[src/rtl/branch_resolve_unit.sv]
// ============================================================================
// Module   : branch_resolve_unit
// Brief    : Resolves conditional/unconditional branches one cycle after accept
//            and holds the front end in a fixed-length flush after taken ones.
// Revision : 1.0 - initial release
// ============================================================================
`default_nettype none

module branch_resolve_unit #(
  parameter int PC_W         = 32,
  parameter int OFF_W        = 26,
  parameter int FLUSH_CYCLES = 2,
  parameter int FLAG_BYPASS  = 1
) (
  input  logic              clk,
  input  logic              rst,
  input  logic              valid_in,
  output logic              ready,
  input  logic [2:0]        jtype,
  input  logic              link,
  input  logic [PC_W-1:0]   pc_in,
  input  logic [OFF_W-1:0]  offset,
  input  logic [PC_W-1:0]   reg_target,
  input  logic              flag_we,
  input  logic              sign_in,
  input  logic              carry_in,
  input  logic              zero_in,
  output logic              taken,
  output logic [PC_W-1:0]   next_pc,
  output logic              pc_valid,
  output logic              link_we,
  output logic [PC_W-1:0]   link_addr,
  output logic              flush
);

  typedef enum logic [0:0] {
    IDLE  = 1'b0,
    FLUSH = 1'b1
  } state_t;

  localparam logic [3:0]      C_FLUSH_CYCLES = 4'(FLUSH_CYCLES);
  localparam logic [PC_W-1:0] C_FOUR         = PC_W'(4);
  localparam logic [2:0]      C_J_NONE = 3'd0, C_J_B    = 3'd1, C_J_BR  = 3'd2,
                              C_J_BLTZ = 3'd3, C_J_BZ   = 3'd4, C_J_BNZ = 3'd5,
                              C_J_BCY  = 3'd6, C_J_BNCY = 3'd7;

  state_t            r_state;
  logic [3:0]        r_cnt;
  logic              r_sf, r_cf, r_zf;
  logic              r_taken, r_pc_valid, r_link_we;
  logic [PC_W-1:0]   r_next_pc, r_link_addr;

  logic              w_accept, w_bypass, w_sf, w_cf, w_zf, w_taken;
  logic [PC_W-1:0]   w_seq_pc, w_off_ext, w_target;

  assign ready    = (r_state == IDLE);
  assign flush    = (r_state == FLUSH);
  assign w_accept = valid_in & ready;

  // Same-cycle flag forwarding lets a branch follow its flag-setting op directly.
  assign w_bypass = (FLAG_BYPASS != 0) && flag_we;
  assign w_sf     = w_bypass ? sign_in  : r_sf;
  assign w_cf     = w_bypass ? carry_in : r_cf;
  assign w_zf     = w_bypass ? zero_in  : r_zf;

  assign w_seq_pc  = pc_in + C_FOUR;
  assign w_off_ext = {{(PC_W-OFF_W){offset[OFF_W-1]}}, offset};
  assign w_target  = (jtype == C_J_BR) ? reg_target : (w_seq_pc + (w_off_ext << 2));

  always_comb begin
    w_taken = 1'b0;
    case (jtype)
      C_J_NONE: w_taken = 1'b0;
      C_J_B:    w_taken = 1'b1;
      C_J_BR:   w_taken = 1'b1;
      C_J_BLTZ: w_taken = w_sf;
      C_J_BZ:   w_taken = w_zf;
      C_J_BNZ:  w_taken = ~w_zf;
      C_J_BCY:  w_taken = w_cf;
      C_J_BNCY: w_taken = ~w_cf;
      default:  w_taken = 1'b0;
    endcase
  end

  always_ff @(posedge clk) begin
    if (rst) begin
      r_state     <= IDLE;
      r_cnt       <= 4'd0;
      r_sf        <= 1'b0;
      r_cf        <= 1'b0;
      r_zf        <= 1'b0;
      r_taken     <= 1'b0;
      r_pc_valid  <= 1'b0;
      r_link_we   <= 1'b0;
      r_next_pc   <= '0;
      r_link_addr <= '0;
    end else begin
      if (flag_we) begin
        r_sf <= sign_in;
        r_cf <= carry_in;
        r_zf <= zero_in;
      end
      r_taken    <= 1'b0;
      r_pc_valid <= 1'b0;
      r_link_we  <= 1'b0;
      case (r_state)
        IDLE: begin
          if (w_accept) begin
            r_pc_valid  <= 1'b1;
            r_taken     <= w_taken;
            r_link_we   <= w_taken & link;
            r_next_pc   <= w_taken ? w_target : w_seq_pc;
            r_link_addr <= w_seq_pc;
            if (w_taken && (C_FLUSH_CYCLES != 4'd0)) begin
              r_state <= FLUSH;
              r_cnt   <= C_FLUSH_CYCLES;
            end
          end
        end
        FLUSH: begin
          // Leaving when the count reaches 1 keeps flush high for exactly FLUSH_CYCLES.
          if (r_cnt <= 4'd1) begin
            r_state <= IDLE;
            r_cnt   <= 4'd0;
          end else begin
            r_cnt <= r_cnt - 4'd1;
          end
        end
        default: begin
          r_state <= IDLE;
          r_cnt   <= 4'd0;
        end
      endcase
    end
  end

  assign taken     = r_taken;
  assign pc_valid  = r_pc_valid;
  assign link_we   = r_link_we;
  assign next_pc   = r_next_pc;
  assign link_addr = r_link_addr;

endmodule

`default_nettype wire

[config.mk]
export PLATFORM = sky130hd
export DESIGN_NAME = branch_resolve_unit
export DESIGN_NICKNAME = d
export VERILOG_FILES = /design/src/rtl/branch_resolve_unit.sv
export SDC_FILE = /design/constraint.sdc
export NUM_CORES = 1
export LEC_CHECK = 0
export CORE_MARGIN = 2
export CORE_UTILIZATION = 59
export DETAILED_ROUTE_END_ITERATION = 7
export DONT_BUFFER_PORTS = 1
export PLACE_DENSITY = 0.82
export SLEW_MARGIN = 20
export SYNTH_ARGS = -nofsm -noshare
export SYNTH_HDL_FRONTEND = slang
export SYNTH_SLANG_ARGS = --single-unit
[constraint.sdc]
create_clock -name clk -period 6.64 [get_ports clk]
set_input_delay 0.996 -clock clk [delete_from_list [all_inputs] [get_ports clk]]
set_output_delay 0.996 -clock clk [all_outputs]
set_load 0.03 [all_outputs]
* After elaboration in Yosys (flattened, before gate mapping)
Index checks and enable logic that the tools add are counted.
** Storage, ports and cells
- Flip-flop bits (word level) :: 75
** Operators by class
- Reduce and logical (&&, ||, !) cells :: 6
- Order comparisons :: 1
- Equality and inequality tests :: 9
- Bitwise gates (word level) :: 6
- Add/subtract/negate cells :: 3
- Multiplexer cells :: 15
** Operator list (number)
- two-way mux 32 bit :: 2
- adder 32 x 3 -> 32 bit (second input constant) :: 1
- adder 32 bit :: 1
- equality test 3 bit (second input constant) :: 4
- two-way mux 4 bit :: 3
- one-hot mux 4 bit (2 select lines) :: 1
- two-way mux 1 bit :: 7
- one-hot mux 1 bit (7 select lines) :: 1
- equality test 3 x 2 -> 1 bit (second input constant) :: 2
- less-or-equal comparator 4 x 1 -> 1 bit (second input constant) :: 1
- != test 2 x 1 -> 1 bit (second input constant) :: 2
- inverter 1 bit :: 4
- AND reduction 2 bit :: 2
- OR reduction 2 bit :: 2
- subtractor 4 x 1 -> 4 bit (second input constant) :: 1
- equality test 3 x 1 -> 1 bit (second input constant) :: 1
- zero test 3 bit :: 1
- OR reduction 3 bit :: 1
- AND 1 bit :: 2
- one-hot mux 1 bit (2 select lines) :: 1

* Longest topological paths before layout
- Word-level depth :: 6
- Gate-level depth with buffers :: 16
- Mapped depth without buffers :: 15

* Worst setup path before layout
OpenSTA, ideal clock, no wires.
- Path type :: in2reg
- From :: in pc_in[2]
- To :: reg r_next_pc[25], in the netlist next_pc[25]
- Stages on the path :: 15
- Required time :: 6.552 ns
- Path buffers :: 1
- Slack :: 2.488 ns
- Data arrival time :: 4.064 ns
- Cells stage by stage :: ha_1 > and3_1 > and4_1 > and3_1 > and3_1 > xor2_2 > ha_1 > buf_6 > a21o_2 > a211oi_1 > o31ai_4 > a41oi_2 > o221ai_2 > xnor2_1 > a311oi_2
** On the way
- Longest elaborated chain between the ends :: 4
** Ends and longest elaborated chain
- start, declared :: RTL line 21 : input logic [PC_W-1:0] pc_in,
- adder 32 x 3 -> 32 bit :: RTL line 66 : assign w_seq_pc = pc_in + C_FOUR;
- named net w_seq_pc[16] :: RTL line 54 : logic [PC_W-1:0] w_seq_pc, w_off_ext, w_target;
- adder 32 bit :: RTL line 68 : assign w_target = (jtype == C_J_BR) ? reg_target : (w_seq_pc + (w_off_ext << 2));
- two-way mux 32 bit :: RTL line 68
- two-way mux 32 bit :: RTL line 112 : r_next_pc <= w_taken ? w_target : w_seq_pc;
- end signal, assigned :: RTL line 112
- end, declared :: RTL line 51 : logic [PC_W-1:0] r_next_pc, r_link_addr;
The timed path passes the listed nets, and every way through them passes these cells.
A chain may end at the register's enable or synchronous reset.

* Worst setup path after layout
Ends and elaborated chain as after synthesis.

==> reports/metrics.cfg <==
[logic_synthesis]
yosysUniqueCellTypes = 82
yosysWarningCount = 0
syn-instance-count = 692
synth-seq-area-share_pct = 27.2
synth_area_leaders = dfxtp_1 27%, ha_1 8.6%, nor2_1 5.4%
synthFlopType = dfxtp_1
yosysTopAreaCell = dfxtp_1
synth-async-reset-ratio_pct = 0
syn_area_per_cell_um2 = 7.98
synth_top_area_share_pct = 27.2
ys_ff_latch = 75
netlist_area_um2 = 5520
synth_enable_flop_cells = 0
synth_fp_nets = 832

[clock_tree]
cts_inserted_buffers = 9
clock_latency_ns = 0.35
cts_hold_buffers = 0
clk_path_buf_depth = 2
post_cts.repair.setup_buffers = 0
h-tree-depth = 3
cts_root_buf = clkbuf_8
clkTransAtPathRegs_ns = 0.08
cts.sinks = 75
ctsResizeCount = 0
cts_tree = yes

[sta]
skew_ns = 0.00879
final.min_clock_period_ns = 4.35
slew_headroom_pct = 31.3
whs_ns = 0.498
final_max_slew_viol_count = 0
grt_setup_unrepaired = false
finalSetupTns_ns = 0
hold_violations = 0
setup_viol_count_final = 0
worstMarginPinSlew_ns = 1.03
fmax_ghz = 0.230
fin_crit_sh_pct = 65.5

[worst_hold_path]
hold_path.class = register to register

[detailed_routing]
wl_um = 17700
via_per_inst = 6.74
drc = 0
first_pass_iters = 5
ant_nets = 0
wl_per_cell_um = 22.7
vias = 5273
drt_iter0_drc = 475

[critical_path]
slowest_delay_ns = 0.48
crit_arrival_ns = 4.61
worst_path_max_delay_cell = o21ai_0
required_ns = 6.90
path_cells = ha_1, and3_1, and4_1, and3_1, xor2_1, ha_1, a21oi_2, nand2b_4, o21ai_0, o31ai_4, a41oi_2, o221ai_2, xnor2_1, a311oi_2
critical_path_class = primary input to register
cp.buffers_inverters = 0
critPathCaptureType = register
worstPathMaxFanout = 6
critical_path.top_delay_family = compound AO/OA/AOI/OAI gates
critPathLaunchType = primary input

[finish]
fin_util_pct = 62.2
drive_gt1_share_pct = 8.20
fin_nets = 807
areaGrowthSynthToFinish_pct = 3.08
diodes = 0

[placed_design]
place.gp.congestion = 1.10
numPortBuffers = 0
dpl.hpwl_um = 13800

[grt]
grt_pass1_wl_um = 26600
grt_max_degree = 78
overflow = 0
grt_use_total_pct = 34.1
antenna_found_initial = 0
grt_pass1_vias = 4932

[floorplan]
start_util_pct = 60.3
die_area_um2 = 10200
die_h_um = 101
coreArea_um2 = 9150
io_pins = 170
row_count = 35
die_w_um = 101

[run_status]
status = finished clean

[flow_run]
maxCapViolCount = 0

[power]
p_leak_nw = 2.29
ir_drop_uv = 106
power.density_nw_per_um2 = 236
power.total_mw = 1.34

## Yosys cell counts (all sizes together), types with 6 or more instances
cell / number
inv: 22
dfxtp: 75
a21o: 20
nand2b: 6
clkbuf: 24
nor2: 82
xor2: 28
nand2: 78
nand3: 17
xnor2: 25
o211ai: 14
a221oi: 6
ha: 38
nand4: 13
o22ai: 10
a21oi: 62
and3: 11
nor3: 25
a211oi: 19
a31oi: 7
o21ai: 32
buf: 13
## cell families (layout without fill, tap and decap cells)
family,after synthesis,in the layout,share of synthesized area [%]
compound gates,207,207,26.4
fa+ha+maj,39,39,8.97
xor+xnor,53,53,8.81
mux,6,6,1.31
simple gates,252,252,22.3
buf+inv,60,39,5.07
flops,75,75,27.2
## per-layer routing
layer	global-route usage (%)	wire length (µm)	up-vias
li1	-	-	2455
met1	48.2	7630	2484
met2	51.6	7770	301
met3	7.70	1900	33
met4	11.0	439	0
met5	0	0	-
## area by class of cell
cell class	count	area [µm²]
Fill cell	817	3460
Clock buffer	11	151
Timing Repair Buffer	2	15.0
Multi-Input combinational cell	557	3750
Clock inverter	4	50.0
Tap cell	111	139
Sequential cell	75	1500
Inverter	22	82.6
## placed cells by master (no fill, tap or decap), drive strengths merged, types with 5 or more instances in the layout
cell type | synthesis | routed
a211oi | 19 | 19
a21o | 20 | 20
a21oi | 62 | 62
a221o | 5 | 5
a221oi | 6 | 6
a311oi | 5 | 5
a31oi | 7 | 7
and3 | 11 | 11
clkbuf | 24 | 11
dfxtp | 75 | 75
ha | 38 | 38
inv | 22 | 22
mux2i | 5 | 5
nand2 | 78 | 78
nand2b | 6 | 6
nand3 | 17 | 17
nand4 | 13 | 13
nor2 | 82 | 82
nor3 | 25 | 25
o211ai | 14 | 14
o21ai | 32 | 32
o22ai | 10 | 10
xnor2 | 25 | 25
xor2 | 28 | 28
## metrics by stage
stage                     std cells  setup slack (ns)  cell area [µm²]
after floorplan                 692              2.49             5520
after global placement          767              2.12             5490
after detailed placement        767              2.06             5490
after CTS                       782              2.40             5690
after global routing            782              2.11             5690
final                           782              2.29             5690
## worst register-to-register path, cell delays in order, from the launching register on
cell	delay (ns)
dfxtp_1	0.71
inv_1	0.35
nand2_2	0.84
a221oi_1	0.13
or3_1	0.37
o31ai_1	0.07
## flip-flops by register name, summed over array words and instances (netlist names)
signal and flops:
r_sf 1, link_addr 32, r_cf 1, taken 1
next_pc 32, flush 1, r_zf 1, link_we 1
r_cnt 4, pc_valid 1
## worst paths after layout
kind                 start           to  slack (ns)  depth (start not counted)
setup / recovery  pc_in[2]  next_pc[25]        2.29                         14
setup reg to reg     flush  next_pc[29]        4.09                          5
hold reg to reg       r_sf         r_sf        0.50                          2
hold / removal        r_sf         r_sf        0.50                          2
## power by group
group | switching, mW | total, mW | internal (mW) | leakage (nW)
combinational | 0.224 | 0.365 | 0.141 | 1.57
clock | 0.179 | 0.370 | 0.192 | 0.0974
sequential | 0.115 | 0.607 | 0.493 | 0.621
Power figures use the tool's default switching activity.
